File: src/rtl/ram_port_arbiter_pkg.sv
// Shared types for the cache-to-RAM port arbiter: word type, RAM handshake
// state, and the arbiter's grant state.
package ram_port_arbiter_pkg;

  localparam int WORD_W = 32;

  typedef logic [WORD_W-1:0] word_t;

  typedef enum logic [1:0] {
    FREE   = 2'd0,
    BUSY   = 2'd1,
    ACCESS = 2'd2,
    ERROR  = 2'd3
  } ramstate_t;

  typedef enum logic [1:0] {
    IDLE  = 2'd0,
    I_GNT = 2'd1,
    D_GNT = 2'd2
  } arb_state_t;

endpackage

File: src/rtl/ram_port_arbiter_if.sv
// Cache-side request/response signals plus the single RAM channel.
// The arbiter uses the slave modport; the environment (caches + RAM) the master.
interface ram_port_arbiter_if
  import ram_port_arbiter_pkg::*;
#(
  parameter int WORD_W = ram_port_arbiter_pkg::WORD_W
);
  logic              iREN;
  logic [WORD_W-1:0] iaddr;
  logic              dREN;
  logic              dWEN;
  logic [WORD_W-1:0] daddr;
  logic [WORD_W-1:0] dstore;
  logic              iwait;
  logic              dwait;
  logic [WORD_W-1:0] iload;
  logic [WORD_W-1:0] dload;
  logic [WORD_W-1:0] ramaddr;
  logic [WORD_W-1:0] ramstore;
  logic              ramREN;
  logic              ramWEN;
  logic [WORD_W-1:0] ramload;
  ramstate_t         ramstate;
  logic              fault;

  modport slave (
    input  iREN, iaddr, dREN, dWEN, daddr, dstore, ramload, ramstate,
    output iwait, dwait, iload, dload, ramaddr, ramstore, ramREN, ramWEN, fault
  );

  modport master (
    output iREN, iaddr, dREN, dWEN, daddr, dstore, ramload, ramstate,
    input  iwait, dwait, iload, dload, ramaddr, ramstore, ramREN, ramWEN, fault
  );
endinterface

File: src/rtl/ram_port_arbiter.sv
// Dcache-first arbiter for one RAM channel with bounded icache starvation
// and a bounded ERROR-retry budget per transfer.
module ram_port_arbiter
  import ram_port_arbiter_pkg::*;
#(
  parameter int D_STREAK_MAX = 4,
  parameter int RETRY_MAX    = 3
)(
  input logic               CLK,
  input logic               RST,
  ram_port_arbiter_if.slave bus
);

  localparam int SW = $clog2(D_STREAK_MAX + 1);
  localparam int RW = $clog2(RETRY_MAX + 1);
  localparam logic [SW-1:0] STREAK_LIM = SW'(D_STREAK_MAX);
  localparam logic [RW-1:0] RETRY_LIM  = RW'(RETRY_MAX);

  arb_state_t    state;
  logic [SW-1:0] streak;
  logic [RW-1:0] retries;
  logic          fault_q;

  logic d_req, force_i, live, access, give_up, done, pulse;

  assign d_req   = bus.dREN | bus.dWEN;
  assign force_i = bus.iREN && (streak == STREAK_LIM);
  // A grant is only live while its owner still asserts the request.
  assign live    = (state == I_GNT) ? bus.iREN :
                   (state == D_GNT) ? d_req    : 1'b0;
  assign access  = live && (bus.ramstate == ACCESS);
  assign give_up = live && (bus.ramstate == ERROR) && (retries == RETRY_LIM);
  assign done    = access | give_up;
  // Reset aborts the transfer silently: no wait pulse in the reset cycle.
  assign pulse   = done & ~RST;
  assign bus.fault = fault_q;

  always_comb begin
    bus.ramaddr  = '0;
    bus.ramstore = '0;
    bus.ramREN   = 1'b0;
    bus.ramWEN   = 1'b0;
    bus.iwait    = 1'b1;
    bus.dwait    = 1'b1;
    bus.iload    = '0;
    bus.dload    = '0;
    case (state)
      I_GNT: begin
        bus.ramaddr = bus.iaddr;
        bus.ramREN  = bus.iREN;
        bus.iload   = bus.ramload;
        bus.iwait   = ~pulse;
      end
      D_GNT: begin
        bus.ramaddr  = bus.daddr;
        bus.ramstore = bus.dstore;
        // Write wins if both are raised.
        bus.ramWEN   = bus.dWEN;
        bus.ramREN   = bus.dREN & ~bus.dWEN;
        bus.dload    = bus.ramload;
        bus.dwait    = ~pulse;
      end
      default: ;
    endcase
  end

  always_ff @(posedge CLK) begin
    if (RST) begin
      state   <= IDLE;
      streak  <= '0;
      retries <= '0;
      fault_q <= 1'b0;
    end else begin
      if (!bus.iREN) streak <= '0;
      case (state)
        IDLE: begin
          if (d_req && !force_i) begin
            state <= D_GNT;
            if (bus.iREN && streak != STREAK_LIM) streak <= streak + SW'(1);
          end else if (bus.iREN) begin
            state  <= I_GNT;
            streak <= '0;
          end
        end
        I_GNT, D_GNT: begin
          if (!live || done) begin
            state   <= IDLE;
            retries <= '0;
            if (give_up) fault_q <= 1'b1;
          end else if (bus.ramstate == ERROR) begin
            retries <= retries + RW'(1);
          end
        end
        default: state <= IDLE;
      endcase
    end
  end

endmodule
File: src/flat_wrapper.sv
// flat-port wrapper written by rule: the top's interface ports become plain ports
module ram_port_arbiter_flat import ram_port_arbiter_pkg::*;
#(
  parameter int D_STREAK_MAX = 4,
  parameter int RETRY_MAX    = 3
)
  (CLK, RST, bus_iREN, bus_iaddr, bus_dREN, bus_dWEN, bus_daddr, bus_dstore, bus_ramload, bus_ramstate, bus_iwait, bus_dwait, bus_iload, bus_dload, bus_ramaddr, bus_ramstore, bus_ramREN, bus_ramWEN, bus_fault);
  ram_port_arbiter_if bus_i ();
  input logic CLK;
  input logic RST;
  input wire logic [$bits(bus_i.iREN)-1:0] bus_iREN;
  input wire logic [$bits(bus_i.iaddr)-1:0] bus_iaddr;
  input wire logic [$bits(bus_i.dREN)-1:0] bus_dREN;
  input wire logic [$bits(bus_i.dWEN)-1:0] bus_dWEN;
  input wire logic [$bits(bus_i.daddr)-1:0] bus_daddr;
  input wire logic [$bits(bus_i.dstore)-1:0] bus_dstore;
  input wire logic [$bits(bus_i.ramload)-1:0] bus_ramload;
  input wire logic [$bits(bus_i.ramstate)-1:0] bus_ramstate;
  output wire logic [$bits(bus_i.iwait)-1:0] bus_iwait;
  output wire logic [$bits(bus_i.dwait)-1:0] bus_dwait;
  output wire logic [$bits(bus_i.iload)-1:0] bus_iload;
  output wire logic [$bits(bus_i.dload)-1:0] bus_dload;
  output wire logic [$bits(bus_i.ramaddr)-1:0] bus_ramaddr;
  output wire logic [$bits(bus_i.ramstore)-1:0] bus_ramstore;
  output wire logic [$bits(bus_i.ramREN)-1:0] bus_ramREN;
  output wire logic [$bits(bus_i.ramWEN)-1:0] bus_ramWEN;
  output wire logic [$bits(bus_i.fault)-1:0] bus_fault;
  assign bus_i.iREN = bus_iREN;
  assign bus_i.iaddr = bus_iaddr;
  assign bus_i.dREN = bus_dREN;
  assign bus_i.dWEN = bus_dWEN;
  assign bus_i.daddr = bus_daddr;
  assign bus_i.dstore = bus_dstore;
  assign bus_i.ramload = bus_ramload;
  assign bus_i.ramstate = bus_ramstate;
  assign bus_iwait = bus_i.iwait;
  assign bus_dwait = bus_i.dwait;
  assign bus_iload = bus_i.iload;
  assign bus_dload = bus_i.dload;
  assign bus_ramaddr = bus_i.ramaddr;
  assign bus_ramstore = bus_i.ramstore;
  assign bus_ramREN = bus_i.ramREN;
  assign bus_ramWEN = bus_i.ramWEN;
  assign bus_fault = bus_i.fault;
  ram_port_arbiter #(.D_STREAK_MAX(D_STREAK_MAX), .RETRY_MAX(RETRY_MAX)) u_core (.CLK(CLK), .RST(RST), .bus(bus_i));
endmodule
File: config.mk
export PLATFORM = sky130hd
export DESIGN_NAME = ram_port_arbiter_flat
export DESIGN_NICKNAME = d
export VERILOG_FILES = /design/src/rtl/ram_port_arbiter_pkg.sv /design/src/rtl/ram_port_arbiter_if.sv /design/src/rtl/ram_port_arbiter.sv /design/src/flat_wrapper.sv
export SDC_FILE = /design/constraint.sdc
export NUM_CORES = 1
export LEC_CHECK = 0
export ABC_AREA = 1
export CAP_MARGIN = 20
export CORE_AREA = 2 2 104 106
export CTS_BUF_LIST = sky130_fd_sc_hd__clkbuf_4
export DETAILED_ROUTE_END_ITERATION = 8
export DIE_AREA = 0 0 106 108
export SLEW_MARGIN = 20
export SYNTH_ARGS = -nofsm -noshare
export SYNTH_HDL_FRONTEND = slang
export SYNTH_SLANG_ARGS = --single-unit
File: constraint.sdc
create_clock -name CLK -period 1.79 [get_ports CLK]
set_input_delay 0.2685 -clock CLK [delete_from_list [all_inputs] [get_ports CLK]]
set_output_delay 0.2685 -clock CLK [all_outputs]
set_load 0.03 [all_outputs]
==> impl_metrics.env, run 1 <==
export IMPL_setup_violations=45
export IMPL_final_common_cell="nand2_1"
export IMPL_finalHoldViolations=0
export IMPL_holdBufCountCts=0
export IMPL_place_ws_ns=-0.5280
export IMPL_coreArea_sq_um=10230
export IMPL_grt_pass1_vias=3237
export IMPL_cp_end_kind="primary output"
export IMPL_top_layer_used="met5"
export IMPL_internal_power_w=0.001366
export IMPL_synth_cell_area_sq_um=1790
export IMPL_overflow=0
export IMPL_comb_power_share_pct=87.4
export IMPL_power_density_nw_per_um2=462.1
export IMPL_drt_initial_drc_count=183
export IMPL_vias_per_cell=4.132
export IMPL_placed_cell_area_sq_um=4474
export IMPL_failed_checks="negative setup slack"
export IMPL_first_pass_iters=6
export IMPL_grt_max_degree=41
export IMPL_hpwl_um=8331
export IMPL_finalCritPeriodShare_pct=106.8
export IMPL_gp_congestion=0.8643
export IMPL_clk_pin_slew_ns=0.06
export IMPL_clk_path_buf_depth=2
export IMPL_grt_pass1_wl_um=16390
export IMPL_synth_seq_area_share_pct=8.945
export IMPL_route_vias_total=3405
export IMPL_crit_cells=11
export IMPL_final_max_slew_viol_count=0
export IMPL_crit_fanout=3
export IMPL_netlist_instances=393
export IMPL_finalCriticalPeriod_ns=1.911
export IMPL_p_sw_w=0.001257
export IMPL_crit_path_max_incr_delay_ns=0.34
export IMPL_critical_path_required_ns=1.52
export IMPL_rr_worst_depth=10
export IMPL_drive_gt1_share_pct=37.06
export IMPL_fin_area_sq_um=5677
export IMPL_cp_cell_sequence="buf_6 > ha_4 > inv_2 > nor2_2 > nand2_2 > nand2_4 > nand3_4 > nor2_4 > buf_6 > nand2_4 > buf_6"
export IMPL_rsz0062_at_grt="yes"
export IMPL_startpoint="u_core.state[1]"
export IMPL_rows=37
export IMPL_antenna_found_initial=1
export IMPL_cts_num_sinks=8
export IMPL_synth_distinct_cells=18
export IMPL_fp_dieW_um=106
export IMPL_wl_met3_um=804
export IMPL_ys_warn_count=0
export IMPL_crit_arrival_ns=1.64
export IMPL_ys_ff_latch=8
export IMPL_start_util_pct=17.50
export IMPL_cts_tree="built"
export IMPL_ant_nets=0
export IMPL_cts_root_buf="clkbuf_4"
export IMPL_finalNetCount=831
export IMPL_insertedDiodeCount=0
export IMPL_layout_common_cells="nand2_1, clkdlybuf4s50_1, inv_1"
export IMPL_io_pins=268
export IMPL_crit_end="bus_dwait"
export IMPL_synthToLayoutAreaGrowth_pct=217.1
export IMPL_fin_skew_ns=0.007193
export IMPL_status="complete, but fails checks"
export IMPL_relSlewSlack_pct=78.62
export IMPL_crit_top_cell="buf_6"
export IMPL_tns_ns=-2.175
export IMPL_track_usage_pct=17.84
export IMPL_syn_area_per_cell_sq_um=4.556
export IMPL_crit_type="flop to primary output"
export IMPL_finalNonFillerCells=824
export IMPL_clock_latency_ns=0.25
export IMPL_hold_slack_ns=0.4550
export IMPL_min_path_type="flop to flop"
export IMPL_rrSetupSlack_ns=0.19
export IMPL_clockPowerShare_pct=5.2
export IMPL_multi_input_area_sq_um=1498
export IMPL_synth_fp_nets=534
export IMPL_fmax_mhz=523.3
export IMPL_numCtsBuffers=3
export IMPL_cp_slowest_cell="dfxtp_2"
export IMPL_setup_slack_ns=-0.1209
export IMPL_drc=0
export IMPL_cp_start_kind="flop"
export IMPL_worst_pin_slew_ns=0.3198
export IMPL_r2r_start="u_core.state[0]"
export IMPL_fillerInstances=950
export IMPL_wire_per_inst_um=15.48
export IMPL_io_buffers=267
export IMPL_dp_cells=797
export IMPL_cts_htree_levels=1
export IMPL_critPathTopFamily="simple AND/OR/NAND/NOR gates"
export IMPL_routed_wl_um=12760
export IMPL_dieArea_sq_um=11450
export IMPL_critPathBufInv=4
export IMPL_peakVddDrop_mv=0.3829
export IMPL_maxCapViolations=0
export IMPL_seqCellArea_sq_um=162.7
export IMPL_dr_wl_met2_um=6979
export IMPL_seq_power_share_pct=7.4
export IMPL_r2r_end="u_core.retries[0]"
export IMPL_wl_met1_um=4780
export IMPL_swShare_pct=47.93
export IMPL_die_h_um=108
export IMPL_p_leak_nw=3.048
==> tightest hold or removal path, delay by kind of cell (launching register included) <==
kind                   cells  cell delay, ns
DFF                        1            0.31
buffers and inverters      1            0.05
AOI/OAI and AO/OA          1            0.05
==> power groups by stage <==
stage	sequential (W)	combinational, W	clock [W]
2_1_floorplan	0.000195	0.000794	0
3_3_place_gp	0.000195	0.00160	0
3_5_place_dp	0.000195	0.00161	0
4_1_cts	0.000194	0.00192	0.000143
5_1_grt	0.000195	0.00241	0.000151
6_report	0.000194	0.00229	0.000137
==> timing repair <==
action,CTS,global route
gates cloned,4,9
endpoints found under the setup margin,105,100
buffers inserted,3,8
pin swaps,4,4
gates resized for setup,120,83
==> per-layer routing <==
| layer | vias to the layer above | global-route usage [%] |
|---|---|---|
| met2 | 138 | 36.36 |
| met5 | - | 0 |
| li1 | 1709 | - |
| met3 | 16 | 3.376 |
| met4 | 2 | 2.444 |
| met1 | 1540 | 19.36 |
==> cell usage after synthesis <==
library cell	instances	area, sq um
xor2_1	1	8.760
ha_1	6	75.07
inv_2	2	7.510
dfxtp_1	8	160.2
a21oi_1	41	205.2
nor2_1	4	15.01
a21oi_2	1	8.760
nand4_1	2	12.51
inv_1	110	412.9
nand2_2	2	12.51
clkbuf_1	11	41.29
nand2_1	180	675.7
nand2_4	2	22.52
buf_2	7	35.03
nor2_2	1	6.260
o21bai_2	1	11.26
nand3_1	10	50.05
buf_4	4	30.03
==> worst min path at each step <==
stage | start | end | cells after the start
3_5_place_dp | u_core.bus.fault | u_core.bus.fault | 2
3_3_place_gp | u_core.bus.fault | u_core.bus.fault | 2
4_1_cts | u_core.bus.fault | u_core.bus.fault | 2
2_1_floorplan | bus_iREN | u_core.streak[0] | 2
5_1_grt | u_core.retries[1] | u_core.retries[1] | 2
6_report | u_core.bus.fault | u_core.bus.fault | 2
==> area by class of cell <==
class	count	share of cell area, %
Sequential cell	8	2.865
Timing Repair Buffer	314	59.82
Multi-Input combinational cell	251	26.38
Inverter	112	7.538
Tap cell	136	2.998
Clock buffer	3	0.3967
==> flip-flops by register name, summed over array words and instances (netlist names) <==
signal / cells
u_core.retries: 2
u_core.bus.fault: 1
u_core.state: 2
u_core.streak: 3
==> kinds of logic (layout without fill, tap and decap cells) <==
logic type               Yosys count  in the layout  share of synthesized area (%)
buffers and inverters            134            429                          29.42
AND/OR/NAND/NOR                  201            201                          44.37
adder cells (fa/ha/maj)            6              6                          4.193
flip-flops                         8              8                          8.945
XOR/XNOR                           1              1                         0.4893
AO/OA/AOI/OAI                     43             43                          12.58
==> metrics by stage <==
stage	power, W	util, %
floorplan	0.0009891	-
global placement	0.001792	43.73
finish	0.002623	55.48
CTS	0.002262	49.52
global route	0.002758	55.48
detailed placement	0.001801	43.73
(Power assumes the default switching activity.)
==> run 2: changes to the inputs <==
GPL_TIMING_DRIVEN = 0   (was not set)
==> run 2 against run 1 <==
Effect of this change: the run still ends with negative setup slack left; flip-flop and latch count did not move; combinational power fell by 12%; non-clock buffer count fell by 10; hold slack got worse by 0.19 ns; die area did not move; sequential power barely moved; register-to-register slack barely moved; fmax rose by 1.4%; via count fell by 1.9%; clock power rose by 4%.
==> impl_metrics.env, run 2 (synthesized netlist as in run 1, its figures left out) <==
export IMPL_status="complete, but fails checks"
export IMPL_failed_checks="negative setup slack"
export IMPL_grt_pass1_vias=3235
export IMPL_finalHoldViolations=0
export IMPL_antenna_found_initial=1
export IMPL_dp_cells=795
export IMPL_numCtsBuffers=3
export IMPL_insertedDiodeCount=0
export IMPL_relSlewSlack_pct=79.74
export IMPL_die_h_um=108
export IMPL_wire_per_inst_um=14.53
export IMPL_start_util_pct=17.50
export IMPL_final_core_util_pct=51.27
export IMPL_ant_nets=0
export IMPL_drc=0
export IMPL_cts_root_buf="clkbuf_4"
export IMPL_setup_violations=41
export IMPL_finalCriticalPeriod_ns=1.885
export IMPL_finalCritPeriodShare_pct=105.3
export IMPL_peakVddDrop_mv=0.4461
export IMPL_finalNetCount=821
export IMPL_vias_per_cell=4.106
export IMPL_route_vias_total=3342
export IMPL_whs_path_depth=2
export IMPL_crit_fanout=9
export IMPL_crit_path_max_incr_delay_ns=0.35
export IMPL_p_leak_nw=2.948
export IMPL_clock_latency_ns=0.26
export IMPL_rr_worst_depth=10
export IMPL_cts_tree="built"
export IMPL_synthToLayoutAreaGrowth_pct=192.9
export IMPL_maxCapViolations=0
export IMPL_critical_path_required_ns=1.52
export IMPL_crit_type="flop to primary output"
export IMPL_grt_pass1_wl_um=17060
export IMPL_cp_slowest_cell="dfxtp_2"
export IMPL_hpwl_um=9171
export IMPL_routed_wl_um=11830
export IMPL_first_pass_iters=4
export IMPL_place_ws_ns=-0.6593
export IMPL_clk_path_buf_depth=2
export IMPL_drt_initial_drc_count=160
export IMPL_fp_dieW_um=106
export IMPL_dieArea_sq_um=11450
export IMPL_io_buffers=266
export IMPL_fin_skew_ns=0.006209
export IMPL_fmax_mhz=530.6
export IMPL_min_path_type="input pin to flop"
export IMPL_crit_arrival_ns=1.62
export IMPL_rows=37
export IMPL_top_register="u_core.streak"
export IMPL_worst_pin_slew_ns=0.3030
export IMPL_coreArea_sq_um=10230
export IMPL_rsz0062_at_grt="yes"
export IMPL_cp_end_kind="primary output"
export IMPL_gp_congestion=0.8444
export IMPL_reg_largest_list="u_core.streak (3), u_core.retries (2), u_core.state (2)"
export IMPL_final_max_slew_viol_count=0
export IMPL_layout_common_cells="nand2_1, clkdlybuf4s50_1, inv_1"
export IMPL_track_usage_pct=18.58
export IMPL_setup_slack_ns=-0.09450
export IMPL_io_pins=268
export IMPL_crit_top_cell="buf_4"
export IMPL_holdBufCountCts=0
export IMPL_cp_start_kind="flop"
export IMPL_drive_gt1_share_pct=35.40
export IMPL_cts_htree_levels=1
export IMPL_grt_max_degree=11
export IMPL_cp_cell_sequence="buf_4 > ha_4 > buf_12 > buf_4 > nand2_1 > a21oi_4 > buf_6"
export IMPL_overflow=0
export IMPL_final_common_cell="nand2_1"
export IMPL_clk_pin_slew_ns=0.06
export IMPL_cts_num_sinks=8
export IMPL_largest_reg_flops=3
export IMPL_tns_ns=-1.399
export IMPL_power_density_nw_per_um2=448.7
export IMPL_finalNonFillerCells=814
## run 2: changes by cell type in the layout (fill, tap and decap cells not counted), moves of 8 or more
cell,change
buf_2,+48
buf_4,-40
buf_6,-21
inv_2,-15
inv_1,+13
clkbuf_4,+11
nand2_2,+8
## run 2: final cells by class
class	count	area [sq um]
fill	1017	4986
timing repair buffer	284	2658
multi-input combinational	251	1495
inverter	112	432.9
buffer	20	301.5
tap	136	170.2
sequential	8	165.2
clock buffer	3	22.52
## run 2: final timing paths
kind	start	endpoint	slack (ns)
min	RST	u_core.state[1]	0.26
min reg2reg	u_core.bus.fault	u_core.bus.fault	0.46
max reg2reg	u_core.state[0]	u_core.state[1]	0.19
max	u_core.state[0]	bus_ramaddr[2]	-0.09
## run 2: worst max-delay path: cells and delay by family, from the launching register on
family | cells | cell delay, ns
AOI/OAI and AO/OA | 1 | 0.16
buffers and inverters | 4 | 0.58
adders and majority gates | 1 | 0.17
DFF | 1 | 0.35
and+or+nand+nor | 1 | 0.10
## run 2: what timing repair did
item / 4_1_cts / 5_1_grt
pin swaps: 4 / 11
hold endpoints to repair: 0 / 0
resized for setup: 843 / 144
gates cloned: 4 / 2
setup endpoints to repair: 132 / 116
setup buffers: 8 / 4
## run 2: report_power, final
part / switching [W] / internal (W) / leakage (nW)
sequential: 0.00000984 / 0.000188 / 0.0660
combinational: 0.00110 / 0.000913 / 2.87
clock: 0.0000646 / 0.0000770 / 0.0138
total: 0.00118 / 0.00118 / 2.95
## run 2: through the flow
stage | area, sq um | hold slack (ns) | power [W]
6_report | 5245 | 0.2604 | 0.002354
5_1_grt | 5245 | 0.2555 | 0.002495
4_1_cts | 4875 | 0.2568 | 0.002229
3_5_place_dp | 4623 | 0.4469 | 0.001809
3_3_place_gp | 4623 | 0.4420 | 0.001796
2_1_floorplan | 1790 | 0.4313 | 0.0009891
## run 2: layer usage
layer	part of all wire, %	routed length, um	global-route usage (%)
met5	0.14	16	0
met1	38	4479	21.32
met2	54	6390	35.90
met3	7.1	840	4.340
met4	0.85	101	2.256
==> run 3: changes to the inputs <==
CAP_MARGIN = 15   (was 20)
==> results of run 3 <==
No change in the layout: final DEF, timing and power equal those of run 2.
